===== src/rtl/t_mod_counter_if.sv =====
`default_nettype none
// ============================================================================
//  Module   : t_mod_counter_if
//  Purpose  : Control/status bundle for the modulus T-flip-flop counter.
//             The master drives the count controls; the slave (the counter)
//             returns state, terminal count and the one-cycle status pulses.
//  Revision : 1.0  initial release
// ============================================================================
interface t_mod_counter_if #(
    parameter int WIDTH = 4
);
    logic             en;
    logic             up;
    logic             load;
    logic [WIDTH-1:0] din;
    logic [WIDTH-1:0] q;
    logic             tc;
    logic             wrap;
    logic             load_err;
    logic [WIDTH-1:0] toggles;

    modport master (
        output en, up, load, din,
        input  q, tc, wrap, load_err, toggles
    );

    modport slave (
        input  en, up, load, din,
        output q, tc, wrap, load_err, toggles
    );
endinterface
`default_nettype wire


===== src/rtl/t_mod_counter.sv =====
`default_nettype none
// ============================================================================
//  Module   : t_mod_counter
//  Purpose  : Modulus counter built from a bank of T flip-flops. Supports
//             up/down counting, parallel load with range saturation, enable,
//             cascade terminal count, wrap flag and a selectable clock edge.
//  Revision : 1.0  initial release
// ============================================================================
module t_mod_counter #(
    parameter int WIDTH    = 4,
    parameter int MODULUS  = 10,
    parameter int NEG_EDGE = 1
) (
    input  wire                    clk,
    input  wire                    rst,
    t_mod_counter_if.slave         bus
);

    // Reject parameter sets the counter cannot represent.
    generate
        if (WIDTH < 1) begin : g_bad_width
            $error("t_mod_counter: WIDTH must be >= 1");
        end
        if (MODULUS < 2 || longint'(MODULUS) > (longint'(1) << WIDTH)) begin : g_bad_modulus
            $error("t_mod_counter: MODULUS must satisfy 2 <= MODULUS <= 2**WIDTH");
        end
    endgenerate

    // One extra bit keeps MODULUS == 2**WIDTH representable in compares.
    localparam logic [WIDTH:0]   c_mod      = (WIDTH+1)'(MODULUS);
    localparam logic [WIDTH:0]   c_last_ext = (WIDTH+1)'(MODULUS - 1);
    localparam logic [WIDTH-1:0] c_last     = c_last_ext[WIDTH-1:0];
    localparam logic [WIDTH-1:0] c_one      = WIDTH'(1);
    localparam logic [WIDTH-1:0] c_zero     = '0;

    logic [WIDTH-1:0] r_q;
    logic             r_wrap;
    logic             r_load_err;
    logic [WIDTH-1:0] r_toggles;

    logic [WIDTH-1:0] w_q_next;
    logic [WIDTH-1:0] w_toggle_mask;
    logic             w_wrap_next;
    logic             w_load_err_next;
    logic             w_at_last;
    logic             w_at_zero;

    assign w_at_last = ({1'b0, r_q} == c_last_ext);
    assign w_at_zero = (r_q == c_zero);

    // Next-state selection: load beats enable; wrap/load_err default low so
    // each pulse lasts exactly one active edge.
    always_comb begin
        w_q_next        = r_q;
        w_wrap_next     = 1'b0;
        w_load_err_next = 1'b0;
        if (bus.load) begin
            if ({1'b0, bus.din} < c_mod) begin
                w_q_next = bus.din;
            end else begin
                w_q_next        = c_last;
                w_load_err_next = 1'b1;
            end
        end else if (bus.en) begin
            if (bus.up) begin
                if (w_at_last) begin
                    w_q_next    = c_zero;
                    w_wrap_next = 1'b1;
                end else begin
                    w_q_next = r_q + c_one;
                end
            end else begin
                if (w_at_zero) begin
                    w_q_next    = c_last;
                    w_wrap_next = 1'b1;
                end else begin
                    w_q_next = r_q - c_one;
                end
            end
        end
    end

    // The T flip-flop bank toggles exactly the bits that differ.
    assign w_toggle_mask = r_q ^ w_q_next;

    // State register on the selected clock edge with asynchronous reset.
    generate
        if (NEG_EDGE != 0) begin : g_neg_edge
            // Falling-edge T flip-flop bank and status pulses.
            always_ff @(negedge clk or posedge rst) begin
                if (rst) begin
                    r_q        <= '0;
                    r_wrap     <= 1'b0;
                    r_load_err <= 1'b0;
                    r_toggles  <= '0;
                end else begin
                    r_q        <= r_q ^ w_toggle_mask;
                    r_wrap     <= w_wrap_next;
                    r_load_err <= w_load_err_next;
                    r_toggles  <= w_toggle_mask;
                end
            end
        end else begin : g_pos_edge
            // Rising-edge T flip-flop bank and status pulses.
            always_ff @(posedge clk or posedge rst) begin
                if (rst) begin
                    r_q        <= '0;
                    r_wrap     <= 1'b0;
                    r_load_err <= 1'b0;
                    r_toggles  <= '0;
                end else begin
                    r_q        <= r_q ^ w_toggle_mask;
                    r_wrap     <= w_wrap_next;
                    r_load_err <= w_load_err_next;
                    r_toggles  <= w_toggle_mask;
                end
            end
        end
    endgenerate

    // Terminal count is combinational so a cascaded stage sees it this cycle.
    assign bus.tc       = bus.en & (bus.up ? w_at_last : w_at_zero);
    assign bus.q        = r_q;
    assign bus.wrap     = r_wrap;
    assign bus.load_err = r_load_err;
    assign bus.toggles  = r_toggles;

endmodule
`default_nettype wire


===== src/flat_wrapper.sv =====
// flat-port wrapper written by rule: the top's interface ports become plain ports
module t_mod_counter_flat 
#(
    parameter int WIDTH    = 4,
    parameter int MODULUS  = 10,
    parameter int NEG_EDGE = 1
)
  (clk, rst, bus_en, bus_up, bus_load, bus_din, bus_q, bus_tc, bus_wrap, bus_load_err, bus_toggles);
  t_mod_counter_if #(.WIDTH(WIDTH)) bus_i ();
  input  wire clk;
  input  wire rst;
  input wire logic [$bits(bus_i.en)-1:0] bus_en;
  input wire logic [$bits(bus_i.up)-1:0] bus_up;
  input wire logic [$bits(bus_i.load)-1:0] bus_load;
  input wire logic [$bits(bus_i.din)-1:0] bus_din;
  output wire logic [$bits(bus_i.q)-1:0] bus_q;
  output wire logic [$bits(bus_i.tc)-1:0] bus_tc;
  output wire logic [$bits(bus_i.wrap)-1:0] bus_wrap;
  output wire logic [$bits(bus_i.load_err)-1:0] bus_load_err;
  output wire logic [$bits(bus_i.toggles)-1:0] bus_toggles;
  assign bus_i.en = bus_en;
  assign bus_i.up = bus_up;
  assign bus_i.load = bus_load;
  assign bus_i.din = bus_din;
  assign bus_q = bus_i.q;
  assign bus_tc = bus_i.tc;
  assign bus_wrap = bus_i.wrap;
  assign bus_load_err = bus_i.load_err;
  assign bus_toggles = bus_i.toggles;
  t_mod_counter #(.WIDTH(WIDTH), .MODULUS(MODULUS), .NEG_EDGE(NEG_EDGE)) u_core (.clk(clk), .rst(rst), .bus(bus_i));
endmodule

===== config.mk =====
export PLATFORM = sky130hd
export DESIGN_NAME = t_mod_counter_flat
export DESIGN_NICKNAME = d
export VERILOG_FILES = /design/src/rtl/t_mod_counter_if.sv /design/src/rtl/t_mod_counter.sv /design/src/flat_wrapper.sv
export SDC_FILE = /design/constraint.sdc
export NUM_CORES = 1
export LEC_CHECK = 0
export CAP_MARGIN = 5
export CORE_MARGIN = 2
export CORE_UTILIZATION = 51
export DETAILED_ROUTE_END_ITERATION = 10
export PLACE_DENSITY = 0.93
export SETUP_SLACK_MARGIN = 0.15
export SYNTH_ARGS = -nofsm -noshare
export SYNTH_HDL_FRONTEND = slang
export SYNTH_SLANG_ARGS = --single-unit

===== constraint.sdc =====
create_clock -name clk -period 4.62 [get_ports clk]
set_input_delay 1.386 -clock clk [delete_from_list [all_inputs] [get_ports clk]]
set_output_delay 1.386 -clock clk [all_outputs]
set_load 0.03 [all_outputs]

==> reports/metrics.cfg <==
[job]
maxCapViolations=0

[layout]
area_delta_synth_final_pct=74.6
nets=157
antennaDiodeCount=0
drive_gt1_frac=0.521
fin_util=0.925
fill_cells=53

[clocking]
cts_hold_buf=0
tritoncts=done
clock_sinks=10
numCtsBuffers=3
htreeDepth=1
clockBufferDepth=2
clkTransAtPathRegs_ns=0.06
insertion_delay_ns=0.29
clockRootBuffer=clkbuf_4

[die]
core_area_um2=1470
initial_utilization=0.530
fp.dieArea_um2=1860
pin_count=20
die_w_um=43.1
chipHeight_um=43.1
fp-row-count=14

[power]
p_int_mw=0.249
leakage_nw=0.641
power_frac_seq=0.259
pwr-share-comb=0.521
p_sw_frac=0.399
total_power_mw=0.415
ir_worst_vdd_uv=236
p_sw_mw=0.166
powerDensity_nw_per_um2=305
pwr-share-clk=0.220

[min_path]
hp-class=flop to flop

[yosys]
dominantRegCellSynth=dfrtn_1
ys_types=35
ys_top_cells_by_area=dfrtn_1 (32%), ha_1 (4.8%), a21oi_1 (4.5%)
yosysTopAreaCell=dfrtn_1
synthCells=91
avgSynthCellArea_um2=8.57
yosysWarnings=0
yosysMostFrequentCell=dfrtn_1
synth_top_area_frac=0.321
synth_seq_cells=10
synth_edf_count=0
synth_common_cells=dfrtn_1 (10), a21oi_1 (7), inv_1 (7), nand2_1 (7), o21ai_0 (7)
syn_nets=103
async_reset_ff_frac=1.00
syn_area_um2=779
yosysSeqAreaShare=0.321

[worst_setup_path]
crit_arrival_ns=3.96
crit_required_ns=3.23
crit_slowest_cell=dfrtn_1
endpoint_kind=output port
start_kind=flop
path_buf_inv=3
critPathKind=flop to output port
max_stage_delay_ns=0.39
critPathTopFamily=buffers and inverters
critPathMaxFanout=3
path_cells=inv_2, ha_4, nand3b_1, buf_4, a211oi_4, buf_6

[detailed_routing]
drc=0
wl_met3_um=385
antenna_left=0
drt_wl_total_mm=3.80
via_per_inst=6.61
drt-met1-wl_mm=1.38
met2_length_mm=1.75
drtPass1Iterations=5
num_vias=1057
dr.max_layer_used=met4
drt_iter0_drc=85
wl_per_cell_um=23.7

[sta]
hold_viol=0
finalSetupViolCount=5
maxSlewHeadroom=0.716
fin_skew_ns=0.00187
fin_ws_ns=-0.727
worst_pin_slew_ns=0.426
slew_violations=0
rsz0062_at_grt=yes

[grt]
grt_pass1_vias=908
grt_max_degree=11
grt_usage=0.318
grt_pass1_wl_mm=4.37
grt_overflow=0
antenna_found_initial=0

[outcome]
status=finished, violations left
failed_checks=setup timing

[placed_design]
io_buffers=19
gp_congestion=0.917
hpwl_mm=1.76

==> power groups by stage <==
| stage | logic (mW) | clock network, mW | registers (mW) |
|---|---|---|---|
| finish | 0.217 | 0.0912 | 0.108 |
| global route | 0.223 | 0.0945 | 0.108 |
| CTS | 0.180 | 0.0821 | 0.107 |
| detailed placement | 0.157 | 0 | 0.108 |
| global placement | 0.151 | 0 | 0.107 |
| floorplan | 0.0751 | 0 | 0.130 |
==> repair_timing <==
item | CTS | global route
setup endpoints to repair | 21 | 13
hold endpoints to repair | 0 | 0
pin swaps | 9 | 5
buffers inserted | 8 | 8
resized for setup | 41 | 6
==> registers in the layout, summed over array words and instances (netlist names) <==
signal,flops
u_core.bus.load_err,1
u_core.bus.q,4
u_core.bus.toggles,4
u_core.bus.wrap,1
==> per-stage QoR <==
stage               cells  worst slack (ns)  setup TNS (ns)  area (um2)  hold WS, ns
detailed placement    140            -0.485           -4.01        1110        0.693
CTS                   152            -0.648           -1.28        1280        0.699
finish                160            -0.727           -1.70        1360        0.747
floorplan              91            -0.555          -0.583         847        0.751
global placement      140            -0.495           -3.77        1110        0.670
global route          160            -0.756           -1.85        1360        0.771
==> cell families (layout without fill, tap and decap cells) <==
family | Yosys count | in the layout | synth area share
flip-flops | 10 | 10 | 0.321
buffers and inverters | 12 | 65 | 0.0722
AO/OA/AOI/OAI | 31 | 31 | 0.270
multiplexers | 4 | 4 | 0.0530
XOR/XNOR | 4 | 4 | 0.0449
adder cells (fa/ha/maj) | 3 | 3 | 0.0482
AND/OR/NAND/NOR | 27 | 27 | 0.191
==> routing by layer <==
layer	GRT usage	up-vias
li1	-	428
met1	0.405	488
met2	0.528	109
met3	0.0511	32
met4	0.133	0
met5	0	-
==> path summary, 6_finish.rpt <==
| path | from | end | slack [ns] | cells after the start |
|---|---|---|---|---|
| min | u_core.bus.q[2] | u_core.bus.wrap | 0.75 | 2 |
| min in group asynchronous | rst | u_core.bus.toggles[1] | 3.60 | 2 |
| max | u_core.bus.q[0] | bus_tc | -0.73 | 6 |
| max in group asynchronous | rst | u_core.bus.q[2] | 0.70 | 2 |
| min reg2reg | u_core.bus.q[2] | u_core.bus.wrap | 0.75 | 2 |
| max reg2reg | u_core.bus.q[2] | u_core.bus.toggles[3] | 2.41 | 9 |
==> worst min-delay path, cell delays in order (launching register included) <==
cell      delay, ns
dfrtn_1        0.40
a211oi_4       0.27
and2_1         0.17
==> cell usage in the layout, fill, tap and decap left out, drive strengths merged, types with 4 or more instances in the layout <==
| cell type | netlist | layout |
|---|---|---|
| a21oi | 7 | 7 |
| nand2 | 7 | 7 |
| xnor2 | 4 | 4 |
| inv | 7 | 7 |
| nand3 | 4 | 4 |
| dfrtn | 10 | 10 |
| buf | 4 | 51 |
| nor2 | 4 | 4 |
| o21ai | 10 | 10 |
| clkbuf | 1 | 4 |
==> final cells by class <==
class	count	area, um2	share of cell area
multi-input combinational	69	549	0.403
timing repair buffer	54	477	0.350
sequential	10	250	0.184
clock buffer	4	36.3	0.0267
inverter	7	28.8	0.0211
tap	16	20.0	0.0147
Power figures use the tool's default switching activity.
